### src/rtl/mpi_pkg.sv
// Shared MPI definitions: packet types, protocol version, header layout,
// receive-FSM states and a byte-enable population count.
package mpi_pkg;

  localparam logic [7:0] C_SYNC_ENV_PACKET        = 8'd0;
  localparam logic [7:0] C_CLR2SND_PACKET         = 8'd1;
  localparam logic [7:0] C_DATA_PACKET            = 8'd2;
  localparam logic [7:0] C_ASYNC_ENV_PACKET       = 8'd3;
  localparam logic [7:0] C_RECV_ERROR_PACKET      = 8'd4;
  localparam logic [7:0] C_DATA_TRANSMISSION_DONE = 8'd5;

  localparam logic [7:0] C_MPI_VERSION = 8'd1;

  // First beat of every MPI packet, MSB first.
  typedef struct packed {
    logic [7:0]  ver;
    logic [7:0]  tag;
    logic [15:0] size;
    logic [7:0]  ptype;
    logic [7:0]  src;
    logic [15:0] dst;
  } mpi_hdr_t;

  typedef enum logic [1:0] {
    ST_HDR,
    ST_PAYLOAD,
    ST_DROP
  } rx_state_t;

  // Number of valid bytes in one 64-bit beat.
  function automatic logic [3:0] keep_bytes(input logic [7:0] keep);
    logic [3:0] n;
    n = '0;
    for (int i = 0; i < 8; i++) n = n + {3'b000, keep[i]};
    return n;
  endfunction

endpackage

### src/rtl/mpi_hdr_decode.sv
// Combinational unpack of the MPI header word plus the accept/reject decision
// (version, known packet type, optional destination-rank match).
module mpi_hdr_decode
  import mpi_pkg::*;
#(
  parameter bit RANK_CHECK = 1'b1
) (
  input  logic [63:0] word,
  input  logic [15:0] local_rank,
  output logic [7:0]  tag,
  output logic [15:0] size,
  output logic [7:0]  ptype,
  output logic [7:0]  src,
  output logic [15:0] dst,
  output logic        hdr_ok
);

  mpi_hdr_t hdr;

  assign hdr   = mpi_hdr_t'(word);
  assign tag   = hdr.tag;
  assign size  = hdr.size;
  assign ptype = hdr.ptype;
  assign src   = hdr.src;
  assign dst   = hdr.dst;

  // Header is usable only with the right version, a known type and, when
  // enabled, a destination equal to this node's rank.
  always_comb begin
    hdr_ok = (hdr.ver == C_MPI_VERSION) &&
             (hdr.ptype <= C_DATA_TRANSMISSION_DONE) &&
             (!RANK_CHECK || (hdr.dst == local_rank));
  end

endmodule

### src/rtl/mpi_rx_classifier.sv
// Receive-side MPI classifier: decodes the header beat onto a sideband port,
// forwards DATA payload through a one-stage output register, discards control
// packet bodies and counts dropped packets and payload length errors.
module mpi_rx_classifier
  import mpi_pkg::*;
#(
  parameter bit RANK_CHECK = 1'b1,
  parameter int ERR_CNT_W  = 16
) (
  input  logic                 clk,
  input  logic                 aresetn,
  input  logic [15:0]          local_rank,
  input  logic [63:0]          stream_in_data,
  input  logic [7:0]           stream_in_keep,
  input  logic                 stream_in_last,
  input  logic                 stream_in_valid,
  output logic                 stream_in_ready,
  output logic [63:0]          payload_out_data,
  output logic [7:0]           payload_out_keep,
  output logic                 payload_out_last,
  output logic                 payload_out_valid,
  input  logic                 payload_out_ready,
  output logic                 hdr_valid,
  input  logic                 hdr_ready,
  output logic [7:0]           hdr_type,
  output logic [7:0]           hdr_src,
  output logic [15:0]          hdr_dst,
  output logic [15:0]          hdr_size,
  output logic [7:0]           hdr_tag,
  output logic                 len_err,
  output logic [ERR_CNT_W-1:0] err_cnt
);

  rx_state_t   state, state_next;
  logic        in_fire;
  logic        hdr_load, cnt_clear, pay_load, len_err_set, drop_set;
  logic [15:0] byte_cnt, byte_cnt_sum;

  logic [7:0]  dec_tag, dec_type, dec_src;
  logic [15:0] dec_size, dec_dst;
  logic        dec_ok;

  mpi_hdr_decode #(
    .RANK_CHECK(RANK_CHECK)
  ) u_decode (
    .word      (stream_in_data),
    .local_rank(local_rank),
    .tag       (dec_tag),
    .size      (dec_size),
    .ptype     (dec_type),
    .src       (dec_src),
    .dst       (dec_dst),
    .hdr_ok    (dec_ok)
  );

  assign in_fire      = stream_in_valid && stream_in_ready;
  assign byte_cnt_sum = byte_cnt + {12'b0, keep_bytes(stream_in_keep)};

  // Input back-pressure: a pending header blocks new headers, a stalled
  // payload register blocks payload beats, dropped bodies always flow.
  always_comb begin
    stream_in_ready = 1'b0;
    unique case (state)
      ST_HDR:     stream_in_ready = !hdr_valid;
      ST_PAYLOAD: stream_in_ready = !payload_out_valid || payload_out_ready;
      ST_DROP:    stream_in_ready = 1'b1;
      default:    stream_in_ready = 1'b0;
    endcase
  end

  // Next-state and per-beat control strobes.
  // NOTE: every output of a combinational block gets a default first so no
  // path leaves a value unassigned, which would infer a latch.
  always_comb begin
    state_next  = state;
    hdr_load    = 1'b0;
    cnt_clear   = 1'b0;
    pay_load    = 1'b0;
    len_err_set = 1'b0;
    drop_set    = 1'b0;
    unique case (state)
      ST_HDR: begin
        if (in_fire) begin
          if (!dec_ok) begin
            drop_set   = 1'b1;
            state_next = stream_in_last ? ST_HDR : ST_DROP;
          end else begin
            hdr_load = 1'b1;
            if (dec_type == C_DATA_PACKET) begin
              if (stream_in_last) begin
                // Header-only DATA packet: any nonzero size is a mismatch.
                len_err_set = (dec_size != 16'd0);
              end else begin
                cnt_clear  = 1'b1;
                state_next = ST_PAYLOAD;
              end
            end else begin
              state_next = stream_in_last ? ST_HDR : ST_DROP;
            end
          end
        end
      end
      ST_PAYLOAD: begin
        if (in_fire) begin
          pay_load = 1'b1;
          if (stream_in_last) begin
            len_err_set = (byte_cnt_sum != hdr_size);
            state_next  = ST_HDR;
          end
        end
      end
      ST_DROP: begin
        if (in_fire && stream_in_last) state_next = ST_HDR;
      end
      default: state_next = ST_HDR;
    endcase
  end

  // FSM state register.
  // NOTE: sequential state uses non-blocking assignments so every register
  // samples pre-edge values regardless of block evaluation order.
  always_ff @(posedge clk) begin
    if (!aresetn) state <= ST_HDR;
    else          state <= state_next;
  end

  // Header sideband valid: set on a decoded header, cleared on hdr_ready.
  always_ff @(posedge clk) begin
    if (!aresetn)      hdr_valid <= 1'b0;
    else if (hdr_load) hdr_valid <= 1'b1;
    else if (hdr_ready) hdr_valid <= 1'b0;
  end

  // Header field registers.
  // NOTE: pure datapath registers carry no reset; they are only observed
  // while their qualifying valid is high, and that valid is reset.
  always_ff @(posedge clk) begin
    if (hdr_load) begin
      hdr_type <= dec_type;
      hdr_src  <= dec_src;
      hdr_dst  <= dec_dst;
      hdr_size <= dec_size;
      hdr_tag  <= dec_tag;
    end
  end

  // Payload output valid: loaded by an accepted payload beat, drained by ready.
  always_ff @(posedge clk) begin
    if (!aresetn)               payload_out_valid <= 1'b0;
    else if (pay_load)          payload_out_valid <= 1'b1;
    else if (payload_out_ready) payload_out_valid <= 1'b0;
  end

  // Payload output data register; holds while stalled.
  always_ff @(posedge clk) begin
    if (pay_load) begin
      payload_out_data <= stream_in_data;
      payload_out_keep <= stream_in_keep;
      payload_out_last <= stream_in_last;
    end
  end

  // DATA byte counter, cleared at the header and wrapping at 16 bits.
  always_ff @(posedge clk) begin
    if (cnt_clear)     byte_cnt <= 16'd0;
    else if (pay_load) byte_cnt <= byte_cnt_sum;
  end

  // Length-error pulse and saturating error counter; a drop and a length
  // error in the same cycle count once.
  always_ff @(posedge clk) begin
    if (!aresetn) begin
      len_err <= 1'b0;
      err_cnt <= '0;
    end else begin
      len_err <= len_err_set;
      if ((drop_set || len_err_set) && (err_cnt != '1)) err_cnt <= err_cnt + ERR_CNT_W'(1);
    end
  end

endmodule

### config.mk
export PLATFORM = sky130hd
export DESIGN_NAME = mpi_rx_classifier
export DESIGN_NICKNAME = d
export VERILOG_FILES = /design/src/rtl/mpi_pkg.sv /design/src/rtl/mpi_hdr_decode.sv /design/src/rtl/mpi_rx_classifier.sv
export SDC_FILE = /design/constraint.sdc
export NUM_CORES = 1
export LEC_CHECK = 0
export CAP_MARGIN = 25
export CORE_MARGIN = 5
export CORE_UTILIZATION = 48
export CTS_CLUSTER_DIAMETER = 50
export DETAILED_ROUTE_END_ITERATION = 12
export GPL_ROUTABILITY_DRIVEN = 0
export PLACE_DENSITY = 0.95
export SYNTH_ARGS = -nofsm -noshare
export SYNTH_HDL_FRONTEND = slang
export SYNTH_SLANG_ARGS = --single-unit
### constraint.sdc
create_clock -name clk -period 22.1 [get_ports clk]
set_input_delay 3.315 -clock clk [delete_from_list [all_inputs] [get_ports clk]]
set_output_delay 3.315 -clock clk [all_outputs]
set_load 0.05 [all_outputs]
======== Word-level counts from Yosys, hierarchy flattened ========
Index checks and enable logic that the tools add are counted.
W data, S select, Z words.
operators by class
  $add $sub $neg .......................... 9
  $lt $le $gt $ge ......................... 1
  equal/unequal tests ..................... 12
  mux-type cells .......................... 34
  reductions and logical operators ........ 14
operators by type and width
  kind                     count
  $mux W1                  23
  $add A16 B1 Y16 const B  1
  $add A16 B4 Y16          1
  $add A4 B1 Y4            4
  $eq A16 B16 Y1           1
  $mux W2                  8
  $ne A16 B16 Y1           1
  $ne A16 B16 Y1 const B   1
  $reduce_bool A16 Y1      1
  $eq A8 B1 Y1 const B     1
  $eq A8 B2 Y1 const B     1
  $le A8 B3 Y1 const B     1
  $ne A2 B2 Y1 const B     4
  $pmux W2 S3              1
  $logic_and A1 B1 Y1      5
  $reduce_and A5 Y1        1
  $add A3 B1 Y4            1
  $ne A4 B4 Y1 const B     1
  $reduce_bool A2 Y1       2
  $add A2 B1 Y3            1
  $pmux W1 S3              1
  $add A1 B1 Y2            1
  $eq A2 B1 Y1 const B     1
  $eq A2 B2 Y1 const B     1
  4 further kinds          6
word-level totals
  register bits ........................... 166
  bits of input ports ..................... 94
  output and inout bits ................... 149
  logic and storage cells ................. 84

======== Depth between registers and ports, before layout ========
  depth in word-level cells ............... 14
  gate-level depth with buffers ........... 16
  depth with buffers taken out ............ 16

======== By module ========
From an unflattened synthesis, not the netlist that was laid out.
unflattened totals
  cells, all modules ...................... 534
  area, all modules ....................... 7124.3 um2
modules (own cells, without submodules)
  module             times used  cells each  area each (um2)  sequential area each (um2)
  mpi_rx_classifier  1           451         6473.7           4614.4
  mpi_hdr_decode     1           83          650.6            0.0

======== Worst setup path after synthesis ========
OpenSTA, ideal clock, no wires.
  path kind ............................... input to register
  start ................................... in payload_out_ready
  end ..................................... reg hdr_dst[0], enable pin
  setup time .............................. 0.630 ns
  data arrival time ....................... 10.660 ns
  data required time ...................... 21.470 ns
  path slack .............................. 10.810 ns
  stages on the path ...................... 5
  buffers on the path ..................... 0
  cell sequence ........................... nor2b_1 -> o22ai_1 -> nand2_1 -> or3_2 -> nor4b_1
between the ends
  word-level cells in the longest chain between the ends .. 5
RTL lines
  element               line                      source
  start, declared       mpi_rx_classifier.sv:22   input logic payload_out_ready,
  $logic_or A1 B1 Y1    mpi_rx_classifier.sv:65   ST_PAYLOAD: stream_in_ready = !payload_out_valid || payload_out_ready;
  $pmux W1 S3           mpi_rx_classifier.sv:63   unique case (state)
  net stream_in_ready   mpi_rx_classifier.sv:17   output logic stream_in_ready,
  $logic_and A1 B1 Y1   mpi_rx_classifier.sv:56   assign in_fire = stream_in_valid && stream_in_ready;
  $mux W1               mpi_rx_classifier.sv:83   if (in_fire) begin
  $mux W1               mpi_rx_classifier.sv:81   unique case (state)
  net hdr_load          mpi_rx_classifier.sv:36   logic hdr_load, cnt_clear, pay_load, len_err_set, drop_set;
  end signal, assigned  mpi_rx_classifier.sv:141  hdr_dst <= dec_dst;
  end, declared         mpi_rx_classifier.sv:27   output logic [15:0] hdr_dst,
The timed path passes the listed nets, and every way through them passes these cells.
A chain may end at the register's enable or synchronous reset.

======== Worst setup path in the final report ========
  start ................................... in stream_in_keep[0]
  end ..................................... reg err_cnt[3]
between the ends
  word-level cells in the longest chain between the ends .. 14
RTL lines
  element                     line                      source
  start, declared             mpi_rx_classifier.sv:14   input logic [7:0] stream_in_keep,
  $add A1 B1 Y2               mpi_pkg.sv:34             for (int i = 0; i < 8; i++) n = n + {3'b000, keep[i]};
  $add A2 B1 Y3               mpi_pkg.sv:34
  $add A3 B1 Y4               mpi_pkg.sv:34
  $add A4 B1 Y4 (4 in a row)  mpi_pkg.sv:34
  $add A16 B4 Y16             mpi_rx_classifier.sv:57   assign byte_cnt_sum = byte_cnt + {12'b0, keep_bytes(stream_in_keep)};
  $ne A16 B16 Y1              mpi_rx_classifier.sv:107  len_err_set = (byte_cnt_sum != hdr_size);
  $mux W1                     mpi_rx_classifier.sv:106  if (stream_in_last) begin
  $mux W1                     mpi_rx_classifier.sv:104  if (in_fire) begin
  $pmux W1 S2                 mpi_rx_classifier.sv:81
  $logic_or A1 B1 Y1          mpi_rx_classifier.sv:177  if ((drop_set || len_err_set) && (err_cnt != '1)) err_cnt <= err_cnt + ERR_CNT_W'(1);
  $logic_and A1 B1 Y1         mpi_rx_classifier.sv:177
  end signal, assigned        mpi_rx_classifier.sv:177
  end, declared               mpi_rx_classifier.sv:31   output logic [ERR_CNT_W-1:0] err_cnt
No other way between the ends.

==> flow_metrics.tcl <==
set metrics [dict create \
    run_status "finished clean" \
    crit_chain "clkdlybuf4s50_1 -> fa_1 -> inv_1 -> fa_1 -> fa_1 -> fa_1 -> fa_1 -> nor2b_1 -> o21ai_0 -> or3_1 -> a221o_2 -> o311a_2 -> o21bai_1 -> xor2_1 -> nor2_1" \
    syn2layout_area_growth_pct 48.3 \
    dp.cells 893 \
    total_leakage_power_nw 3.46 \
    cts_max_path_buffers 2 \
    portBuffers 242 \
    final_max_slew_viol_count 0 \
    grt_pass1_wl_mm 29.3 \
    first_pass_iters 5 \
    diodes 0 \
    synthesis.area_um2 6710 \
    ys_async_sr_fraction_pct 0 \
    rows 43 \
    tritoncts "done" \
    tightestPinTransition_ns 1.05 \
    startpoint_type "input port" \
    ys_ff_latch 166 \
    top_usage_layer "met2" \
    start_util_pct 48.7 \
    grt_util_met2_pct 41.9 \
    overflow 0 \
    cts_setup_buffers 0 \
    hold_buffers 0 \
    irDropWorstVdd_uv 53.4 \
    p_total_uw 710 \
    die_area_um2 16400 \
    grt_max_degree 77 \
    fin_nets 838 \
    slew_headroom_pct 30.3 \
    drive_gt1_share_pct 7.25 \
    ys.flop_type "edfxtp_1" \
    clock-root-buffer "clkbuf_16" \
    hold_slack_ns 0.464 \
    postLayoutCellArea_um2 9950 \
    antenna_found_initial 0 \
    cp.buffers_inverters 2 \
    path_clk_slew_ns 0.07 \
    syn_inst 476 \
    clk_latency_ns 0.42 \
    ys_types 62 \
    cts_resized 0 \
    setup_viol 0 \
    cp_top_family "adder cells" \
    drv_cap 0 \
    final-hold-violation-count 0 \
    critPathKind "in -> reg" \
    use_met3_pct 5.92 \
    track_usage_pct 23.8 \
    p_per_area_nw_per_um2 71.3 \
    r2r_slack_ns 17.40 \
    rsz0062_at_grt "false" \
    fin_cells 925 \
    slowest_stage "fa_1" \
    globalRouteMet1Util_pct 27.6 \
    synth_warnings 0 \
    crit_required_ns 22.41 \
    wl_per_cell_um 21.2 \
    clock_sinks 166 \
    vias_per_cell 5.48 \
    fp.dieH_um 128 \
    worst_clock_skew_ns 0.00615 \
    synth_fp_nets 582 \
    first_global_vias 5185 \
    route.vias.total 5068 \
    cts_buffers 17 \
    worstSetupEndpointType "register" \
    crit_top_cell "fa_1" \
    coreArea_um2 13800 \
    pin_count 243 \
    synth_edf_count 129 \
    max_freq_mhz 121 \
    yosysSeqAreaShare_pct 68.8 \
    synth.avg_cell_area_um2 14.1 \
    worstPathMaxFanout 6 \
    drc 0 \
    dp_hpwl_mm 14.9 \
    h-tree-depth 4 \
    chipWidth_um 128 \
    period_needed_ns 8.25 \
    min_period_over_period_pct 37.3 \
    tns_ns 0 \
    holdCritPathClass "reg -> reg" \
    crit_arrival_ns 8.55 \
    max_stage_delay_ns 0.57 \
    routed_wl_mm 19.6 \
    drt_first_iter_violations 382 \
    dpl_cell_area_um2 9360 \
    postRouteAntennaNets 0 \
]
## layout by cell type (no fill, tap or decap), types with 3 or more instances in the layout
master	n
nor2b_1	6
o31ai_1	3
clkdlybuf4s50_1	242
fa_1	5
buf_4	4
edfxtp_1	129
inv_1	14
nor2_1	35
nand4_1	4
clkbuf_16	17
nor4_1	10
nor3_1	13
nand3_1	15
mux2i_1	7
a21oi_1	12
nand2b_1	11
xor2_1	27
inv_6	5
xnor2_1	25
and3_1	5
nor3b_1	3
o211ai_1	8
ha_1	7
clkinv_2	4
dfxtp_1	37
or4_1	3
clkinv_4	3
a31oi_1	4
nor4b_1	3
and2_1	5
o21ai_0	5
nand2_1	28
## final timing paths
| path | startpoint | endpoint | depth (start not counted) |
|---|---|---|---|
| setup / recovery | stream_in_keep[0] | err_cnt[3] | 15 |
| hold / removal | byte_cnt[3] | byte_cnt[3] | 2 |
| setup reg to reg | byte_cnt[0] | err_cnt[3] | 13 |
| hold reg to reg | byte_cnt[3] | byte_cnt[3] | 2 |
## report_power, final
| part | total, mW | internal (mW) | switching [mW] |
|---|---|---|---|
| logic | 0.0736 | 0.0377 | 0.0360 |
| clock network | 0.297 | 0.170 | 0.127 |
| registers | 0.339 | 0.338 | 0.00172 |
| total | 0.710 | 0.545 | 0.165 |
## per-layer routing
layer  vias up  part of all wire (%)
met3        41                   8.3
li1       2289                     -
met2       275                    52
met4         0                   2.9
met5         -                     0
met1      2463                    36
## worst register-to-register path, delay by kind of cell (launching register included)
kind	cells	cell delay, ns
fa+ha+maj	4	1.87
compound gates	4	1.40
simple gates	3	0.71
flops	1	0.34
xor+xnor	1	0.20
buf+inv	1	0.06
## cell families (layout without fill, tap and decap cells)
kind of cell,Yosys count,count (layout),share of synthesized area [%]
compound gates,54,54,5.78
xor+xnor,53,53,7.12
fa+ha+maj,12,12,2.80
buf+inv,24,293,1.42
flops,166,166,68.8
mux,8,8,1.21
simple gates,159,159,12.9
## synthesized netlist by cell type (3+ instances only)
master / count / area, um2
edfxtp_1: 129 / 3870
dfxtp_1: 37 / 741
nor2_1: 35 / 131
nand2_1: 28 / 105
xor2_1: 27 / 236
xnor2_1: 25 / 219
inv_1: 15 / 56.3
nand3_1: 15 / 75.1
nor3_1: 13 / 65.1
a21oi_1: 12 / 60.1
nand2b_1: 11 / 68.8
nor4_1: 10 / 62.6
o211ai_1: 8 / 60.1
clkbuf_1: 7 / 26.3
ha_1: 7 / 87.6
mux2i_1: 7 / 70.1
nor2b_1: 6 / 37.5
and2_1: 5 / 31.3
and3_1: 5 / 31.3
fa_1: 5 / 100
o21ai_0: 5 / 25.0
a31oi_1: 4 / 25.0
nand4_1: 4 / 25.0
nor4b_1: 4 / 35.0
nor3b_1: 3 / 22.5
o31ai_1: 3 / 22.5
or4_1: 3 / 22.5
## cell type report
type,instances,area (um2)
Sequential cell,166,4610
Fill cell,893,3820
Timing Repair Buffer,246,2450
Multi-Input combinational cell,286,2010
Clock buffer,17,425
Tap cell,180,225
Clock inverter,15,168
Inverter,15,57.6
## through the flow
stage,worst slack [ns],utilization [%]
floorplan,10.81,-
global placement,13.69,67.9
detailed placement,13.43,67.9
CTS,13.88,72.2
global route,13.60,72.2
finish,13.85,72.2
## sequential cells by signal, indices dropped and copies added, names as in the netlist
register and flops:
payload_out_data 64, byte_cnt 16, err_cnt 16, hdr_dst 16
hdr_size 16, hdr_src 8, hdr_tag 8, hdr_type 8
payload_out_keep 8, state 2, hdr_valid 1, len_err 1
payload_out_last 1, payload_out_valid 1
(Power assumes the default switching activity.)
